## src/rtl/risc_pkg.sv

```systemverilog
`default_nettype none
// ============================================================================
// Package     : risc_pkg
// Description : Shared constants and types for the 16-bit RISC datapath.
//               Holds the channel count, select width, default word width,
//               the destination-channel enum and a select-to-onehot helper.
// Revision    : 1.0 - initial release
// ============================================================================
package risc_pkg;

  localparam int CH_NUM = 4;
  localparam int SEL_W  = 2;
  localparam int RISC_W = 16;

  typedef enum logic [SEL_W-1:0] {
    CH_RF    = 2'd0,
    CH_MEM   = 2'd1,
    CH_IO    = 2'd2,
    CH_SPARE = 2'd3
  } ch_e;

  // One-hot decode of a destination select.
  function automatic logic [CH_NUM-1:0] sel_decode(input logic [SEL_W-1:0] sel);
    logic [CH_NUM-1:0] one;
    one = {{(CH_NUM-1){1'b0}}, 1'b1};
    return one << sel;
  endfunction

endpackage
`default_nettype wire

```

## src/rtl/risc_demux_slot.sv

```systemverilog
`default_nettype none
// ============================================================================
// Module      : risc_demux_slot
// Description : One-entry holding register for a single demux channel.
//               A load always wins over a drain, so a word can be drained and
//               replaced at the same edge (one word per cycle per channel).
// Ports       : clk, rst        - clock, async active-high reset
//               load, load_data - write strobe and word from the top level
//               out_ready       - consumer takes the held word
//               out_valid       - slot holds a word
//               out_data        - held word (0 after reset)
// Revision    : 1.0 - initial release
// ============================================================================
module risc_demux_slot
  import risc_pkg::*;
#(
  parameter int WIDTH = RISC_W
) (
  input  logic             clk,
  input  logic             rst,
  input  logic             load,
  input  logic [WIDTH-1:0] load_data,
  input  logic             out_ready,
  output logic             out_valid,
  output logic [WIDTH-1:0] out_data
);

  logic             full_q, full_d;
  logic [WIDTH-1:0] data_q, data_d;

  always_comb begin
    full_d = full_q;
    data_d = data_q;
    if (load) begin
      // Load takes priority: a simultaneous drain still leaves the slot full.
      full_d = 1'b1;
      data_d = load_data;
    end else if (full_q && out_ready) begin
      full_d = 1'b0;
    end
  end

  always_ff @(posedge clk or posedge rst) begin
    if (rst) begin
      full_q <= 1'b0;
      data_q <= '0;
    end else begin
      full_q <= full_d;
      data_q <= data_d;
    end
  end

  assign out_valid = full_q;
  assign out_data  = data_q;

endmodule
`default_nettype wire

```

## src/rtl/risc_result_demux.sv

```systemverilog
`default_nettype none
// ============================================================================
// Module      : risc_result_demux
// Description : One-to-four result distributor. Accepts one word per cycle
//               with a 2-bit destination select and holds it in a one-entry
//               slot of the addressed channel. Each channel has its own
//               valid/ready handshake so a stalled consumer only blocks the
//               words addressed to it.
// Ports       : clk, rst                 - clock, async active-high reset
//               in_valid/in_ready        - producer handshake
//               in_data, in_sel          - result word and destination
//               out_valid[3:0]           - per-channel slot occupied
//               out_ready[3:0]           - per-channel consumer ready
//               out_data0..out_data3     - per-channel slot contents
//               accept_cnt               - words accepted since reset (wraps)
//               busy                     - any channel occupied
// Revision    : 1.0 - initial release
// ============================================================================
module risc_result_demux
  import risc_pkg::*;
#(
  parameter int WIDTH = RISC_W
) (
  input  logic              clk,
  input  logic              rst,
  input  logic              in_valid,
  output logic              in_ready,
  input  logic [WIDTH-1:0]  in_data,
  input  logic [SEL_W-1:0]  in_sel,
  output logic [CH_NUM-1:0] out_valid,
  input  logic [CH_NUM-1:0] out_ready,
  output logic [WIDTH-1:0]  out_data0,
  output logic [WIDTH-1:0]  out_data1,
  output logic [WIDTH-1:0]  out_data2,
  output logic [WIDTH-1:0]  out_data3,
  output logic [15:0]       accept_cnt,
  output logic              busy
);

  logic              accept;
  logic [CH_NUM-1:0] load;
  logic [WIDTH-1:0]  slot_data [CH_NUM];
  logic [15:0]       accept_cnt_q, accept_cnt_d;

  // Combinational out_ready -> in_ready path; independent of in_valid.
  assign in_ready = !out_valid[in_sel] || out_ready[in_sel];
  assign accept   = in_valid && in_ready;
  assign load     = accept ? sel_decode(in_sel) : '0;

  generate
    for (genvar k = 0; k < CH_NUM; k++) begin : g_slot
      risc_demux_slot #(
        .WIDTH(WIDTH)
      ) u_slot (
        .clk       (clk),
        .rst       (rst),
        .load      (load[k]),
        .load_data (in_data),
        .out_ready (out_ready[k]),
        .out_valid (out_valid[k]),
        .out_data  (slot_data[k])
      );
    end
  endgenerate

  assign out_data0 = slot_data[CH_RF];
  assign out_data1 = slot_data[CH_MEM];
  assign out_data2 = slot_data[CH_IO];
  assign out_data3 = slot_data[CH_SPARE];

  // Natural 16-bit wrap from 0xFFFF to 0x0000.
  assign accept_cnt_d = accept ? accept_cnt_q + 16'd1 : accept_cnt_q;

  always_ff @(posedge clk or posedge rst) begin
    if (rst) begin
      accept_cnt_q <= '0;
    end else begin
      accept_cnt_q <= accept_cnt_d;
    end
  end

  assign accept_cnt = accept_cnt_q;
  assign busy       = |out_valid;

endmodule
`default_nettype wire

```

## config.mk

```make
export PLATFORM = sky130hd
export DESIGN_NAME = risc_result_demux
export DESIGN_NICKNAME = d
export VERILOG_FILES = /design/src/rtl/risc_pkg.sv /design/src/rtl/risc_demux_slot.sv /design/src/rtl/risc_result_demux.sv
export SDC_FILE = /design/constraint.sdc
export NUM_CORES = 1
export LEC_CHECK = 0
export ABC_AREA = 1
export BUFFER_PORTS_ARGS = -buffer_cell sky130_fd_sc_hd__buf_2
export CAP_MARGIN = 20
export CORE_MARGIN = 2
export CORE_UTILIZATION = 47
export CTS_BUF_LIST = sky130_fd_sc_hd__clkbuf_16
export DETAILED_ROUTE_END_ITERATION = 8
export GPL_ROUTABILITY_DRIVEN = 0
export PLACE_DENSITY = 0.76
export SLEW_MARGIN = 20
export SYNTH_ARGS = -nofsm -noshare
export SYNTH_HDL_FRONTEND = slang
export SYNTH_HIERARCHICAL = 1
export SYNTH_SLANG_ARGS = --single-unit
```

## constraint.sdc

```tcl
create_clock -name clk -period 1.8 [get_ports clk]
set_clock_uncertainty 0.2 [all_clocks]
set_input_delay 0.18 -clock clk [delete_from_list [all_inputs] [get_ports clk]]
set_output_delay 0.18 -clock clk [all_outputs]
set_load 0.01 [all_outputs]
```

* After elaboration in Yosys (flattened, before gate mapping)
Cells that the tools add are included.
W data, S select, Z words.
** Storage, ports and cells
- Memories :: 0
- Flip-flop bits (word level) :: 84
- Bits in latches :: 0
- RAM bits :: 0
- Logic and storage cells :: 37
- ROM bits :: 0
** Operators by class
- Div/mod/pow operators :: 0
- Bitwise operators :: 0
- Mux-type cells :: 13
- $mul :: 0
- Magnitude comparators :: 1
- Reduce and logical (&&, ||, !) cells :: 12
- Add/subtract/negate cells :: 1
- Eq/ne operators :: 0
- Shift operators :: 1
** Operators by type and width (number)
- $add A16 B1 Y16 const B :: 1
- $mux W1 :: 10
- $reduce_bool A2 Y1 :: 4
- $logic_and A1 B1 Y1 :: 5
- $bmux W1 S2 :: 2
- $mux W4 :: 1
- $reduce_or A4 Y1 :: 1
- $shl A1 B2 Y4 const A :: 1
- $lt A2 B3 Y1 const B :: 1
- $logic_not A1 Y1 :: 1
- $logic_or A1 B1 Y1 :: 1

* Longest topological paths before layout
- Depth in word-level cells :: 7
- Mapped depth :: 14

* Cells and area by module
The synthesis kept the hierarchy.
** Modules (own cells, without submodules)
- risc_demux_slot :: instances 4, area an instance 679.4 um^2, cells an instance 73, sequential area each 425.4 um^2
- risc_result_demux :: instances 1, area an instance 1078.5 um^2, cells an instance 164, sequential area each 400.4 um^2

* Worst setup path before layout
No wires, ideal clock.
- Path kind :: reg2reg
- From :: reg g_slot[3].u_slot.full_q
- To :: reg g_slot[0].u_slot.data_q[11]
- Required time :: 1483 ps
- Path slack :: -125 ps
- Period minus slack after synthesis :: 1925 ps
- Cell stages (with the launch flop) :: 14
- Arrival time :: 1608 ps
- Buffers on the path :: 3
- Cell sequence :: dfrtp_1 > nand2_1 > nand2_1 > nand2_1 > nand2_2 > nand2_4 > nand2_4 > buf_6 > nor3_1 > buf_6 > inv_8 > buf_8 > nand2_1 > nand2_1
** Between the ends
- Word-level cells in the longest chain between the ends :: 6
** Ends and longest elaborated chain
- start: declaration :: line risc_demux_slot.sv:28 : logic full_q, full_d;
- start signal: assignment :: line risc_demux_slot.sv:48 : full_q <= full_d;
- $bmux W1 S2 :: line risc_result_demux.sv:46 : assign in_ready = !out_valid[in_sel] || out_ready[in_sel];
- $mux W1 (implied by the code) :: line risc_result_demux.sv:46
- $logic_not A1 Y1 :: line risc_result_demux.sv:46
- $logic_or A1 B1 Y1 :: line risc_result_demux.sv:46
- named net in_ready :: line risc_result_demux.sv:27 : output logic in_ready,
- $logic_and A1 B1 Y1 :: line risc_result_demux.sv:47 : assign accept = in_valid && in_ready;
- $mux W4 :: line risc_result_demux.sv:48 : assign load = accept ? sel_decode(in_sel) : '0;
- named net load[0] :: line risc_result_demux.sv:41 : logic [CH_NUM-1:0] load;
- end signal: assignment :: line risc_demux_slot.sv:49 : data_q <= data_d;
- end: declaration :: line risc_demux_slot.sv:29 : logic [WIDTH-1:0] data_q, data_d;
The timed path passes the listed nets, and every way through them passes these cells. The select of a mux whose other input is x is not followed.
A chain may end at the register's enable or synchronous reset.

* Worst setup path after layout
- From :: reg g_slot[3].u_slot.full_q
- To :: out busy
** Between the ends
- Word-level cells in the longest chain between the ends :: 1
** Ends and longest elaborated chain
- $reduce_or A4 Y1 :: line risc_result_demux.sv:83 : assign busy = |out_valid;
- end: declaration :: line risc_result_demux.sv:37 : output logic busy
Every way passes these cells.

==> impl_metrics.csv <==
group,metric,value,unit
status,status,"finished, violations left",
status,violations,"setup timing",
die,core-area,7770,um^2
critical_path,critPathKind,"reg2out",
power_and_ir_drop,ir_worst_vdd,665,uV
placed_design,port_buffers,110,
sta,final-setup-viol-count,35,
critical_path,r2r_start,"g_slot[3].u_slot/out_valid",
sta,slew-limit-headroom,53.4,%
critical_path,path_max_fanout,2,
yosys,seq_area_frac_synth,55.4,%
power_and_ir_drop,switching_share,32.7,%
grt,grt_max_degree,18,
grt,top_usage_layer,"met2",
yosys,synth_cell_types,22,
finish,final_util,70.3,%
power_and_ir_drop,power_density,1070,nW/um^2
min_path,hold-path-endpoint,"g_slot[0].u_slot/out_data[11]",
clock_network,clock-sinks,84,
yosys,synthCells,456,
clock_network,cts_root_buf,"clkbuf_16",
die,die_w,93.9,um
clock_network,htree_levels,3,
min_path,min_from,"in_sel[1]",
finish,final_cell_mix,"nand2_1 (240), buf_2 (108), dfrtp_1 (84)",
yosys,yosysWarningCount,6,
drt,drtIter0Drc,216,
power_and_ir_drop,p_sw,0.00192,W
critical_path,reg2reg_slack,-50,ps
grt,grt-ovfl-total,0,
sta,fin_crit_sh,104,%
drt,drc_errors,0,
die,die_h,93.9,um
finish,nets,649,
placed_design,hpwl,7330,um
clock_network,clk_latency,340,ps
power_and_ir_drop,p_int,0.00395,W
grt,grt_pass1_wl,17600,um
drt,routedWlPerCell,16.6,um
critical_path,crit_arrival,1490,ps
grt,grt_use_met2,45.2,%
yosys,syn_nets,482,
finish,final_common_cell,"nand2_1",
drt,drt_pass1_iterations,5,
critical_path,slowest_stage,"or4_4",
power_and_ir_drop,p_comb_share,24.3,%
yosys,ys_ff_latch,84,
critical_path,r2r_cells,12,
run,maxCapViolations,0,
critical_path,reg2reg_to,"g_slot[2].u_slot/out_data[4]",
die,die-area,8810,um^2
critical_path,cpMostUsedCell,"buf_6",
die,rows,32,
grt,antenna_found_initial,0,
min_path,hold_depth,5,
drt,via_per_inst,5.16,
sta,hold_viol,0,
sta,fin_ws,-74.8,ps
finish,layout-drive-gt1-share,35.0,%
min_path,worst_hold_path_type,"in2reg",
die,ios,111,
grt,use_met3,5.94,%
sta,final.min_clock_period,1870,ps
finish,synthToLayoutAreaGrowth,43.8,%
power_and_ir_drop,p_leak,3.05,nW
finish,antenna_cells,0,
drt,drt-total-wl,12100,um
clock_network,cts_tree,"yes",
critical_path,cp-start-kind,"flop",
sta,slew_violations,0,
power_and_ir_drop,clockPowerShare,32.8,%
die,start_util,48.9,%
critical_path,critPathMaxStageDelay,480,ps
power_and_ir_drop,p_total,0.00586,W
grt,grt_pass1_vias,3690,
clock_network,cts_inserted_buffers,9,
drt,ant_nets,0,
critical_path,cp.required,1420,ps
clock_network,clk_pin_slew,60,ps
clock_network,clockBufferDepth,2,
drt,vias,3768,
power_and_ir_drop,seqPwrFrac,42.9,%
sta,rsz0062_at_grt,"true",
grt,grt_use_met1,30.6,%
sta,max_freq,533,MHz
yosys,synth_area,3800,um^2
critical_path,worstPathCellList,"buf_6, or4_4, buf_6",
critical_path,end_kind,"output port",
sta,tightest_slew,698,ps
yosys,syn_area_per_cell,8.32,um^2
grt,grt_usage,26.2,%
-- critical path, delay by kind of cell, from the launching register on --
family                 cells  cell delay, ps
buffers and inverters      2             270
DFF                        1             410
and+or+nand+nor            1             480
-- power groups by stage --
stage	clock network, W	logic [W]	registers [W]
floorplan	0	0.000494	0.00264
global placement	0	0.00119	0.00249
finish	0.00193	0.00142	0.00251
detailed placement	0	0.00123	0.00250
CTS	0.00193	0.00130	0.00248
global route	0.00204	0.00156	0.00255
-- synth_stat cells (all sizes together) --
library cell,instances,area [um^2]
dfrtp,84,2100
xnor2,5,43.8
nand2,285,1120
or4,1,7.51
a21oi,1,8.76
inv,23,116
clkbuf,4,55.1
buf,9,116
nand3b,4,30.0
nand4,2,12.5
o21ai,4,20.0
ha,1,12.5
nor2,18,75.1
nor3,4,20.0
xor2,1,8.76
nand3,10,50.1
-- how the worst max path moves through the flow --
| stage | from | end | slack [ps] | cells after the start |
|---|---|---|---|---|
| finish | g_slot[3].u_slot/out_valid | busy | -70 | 3 |
| global route | g_slot[3].u_slot/out_valid | g_slot[2].u_slot/out_data[0] | -160 | 12 |
| CTS | g_slot[3].u_slot/out_valid | busy | -60 | 3 |
| detailed placement | in_sel[0] | g_slot[1].u_slot/out_data[3] | 40 | 12 |
| global placement | in_sel[1] | g_slot[2].u_slot/out_data[2] | 100 | 12 |
| floorplan | g_slot[0].u_slot/out_valid | g_slot[0].u_slot/out_data[11] | -50 | 13 |
-- kinds of logic (layout without fill, tap and decap cells) --
kind of cell	count (synthesis)	after routing	synth area share [%]
compound gates	5	5	0.758
xor+xnor	6	6	1.38
fa+ha+maj	1	1	0.330
buf+inv	36	208	7.58
flops	84	84	55.4
simple gates	324	324	34.6
-- cell type report --
class | count | area [um^2]
clock buffers | 9 | 225
clock inverters | 7 | 82.6
fillers | 570 | 2310
inverters | 23 | 139
multi-input cells | 336 | 1580
flip-flops and latches | 84 | 2100
well taps | 102 | 128
repair buffers | 169 | 1200
-- what timing repair did --
item                                   CTS  global route
hold buffers                            22             0
gates cloned                             0             3
setup endpoints to repair                2            68
endpoints found under the hold margin  153             0
buffers inserted                         4            13
gates resized for setup                  7            52
pin swaps                                3             8
-- flip-flops by register name, summed over array words and instances, names as in the netlist --
signal and cells:
accept_cnt 16, g_slot.u_slot/out_data 64, g_slot.u_slot/out_valid 4
-- metal layers --
metal  wire, um  share of wire [%]
met3        969                8.0
met1       4510                 37
met4        381                3.1
met2       6290                 52
met5          0                  0
-- metrics by stage --
stage / area, um^2 / setup TNS, ps / hold WS, ps / std cells / worst slack [ps]
after global routing: 5460 / -5680 / 245 / 730 / -164
final: 5460 / -638 / 201 / 730 / -74.8
after floorplan: 3840 / -1790 / -106 / 456 / -52.1
after detailed placement: 4510 / 0 / 156 / 672 / 36.8
after CTS: 5100 / -132 / 165 / 714 / -63.3
after global placement: 4510 / 0 / 136 / 672 / 104
(Power assumes the default switching activity.)
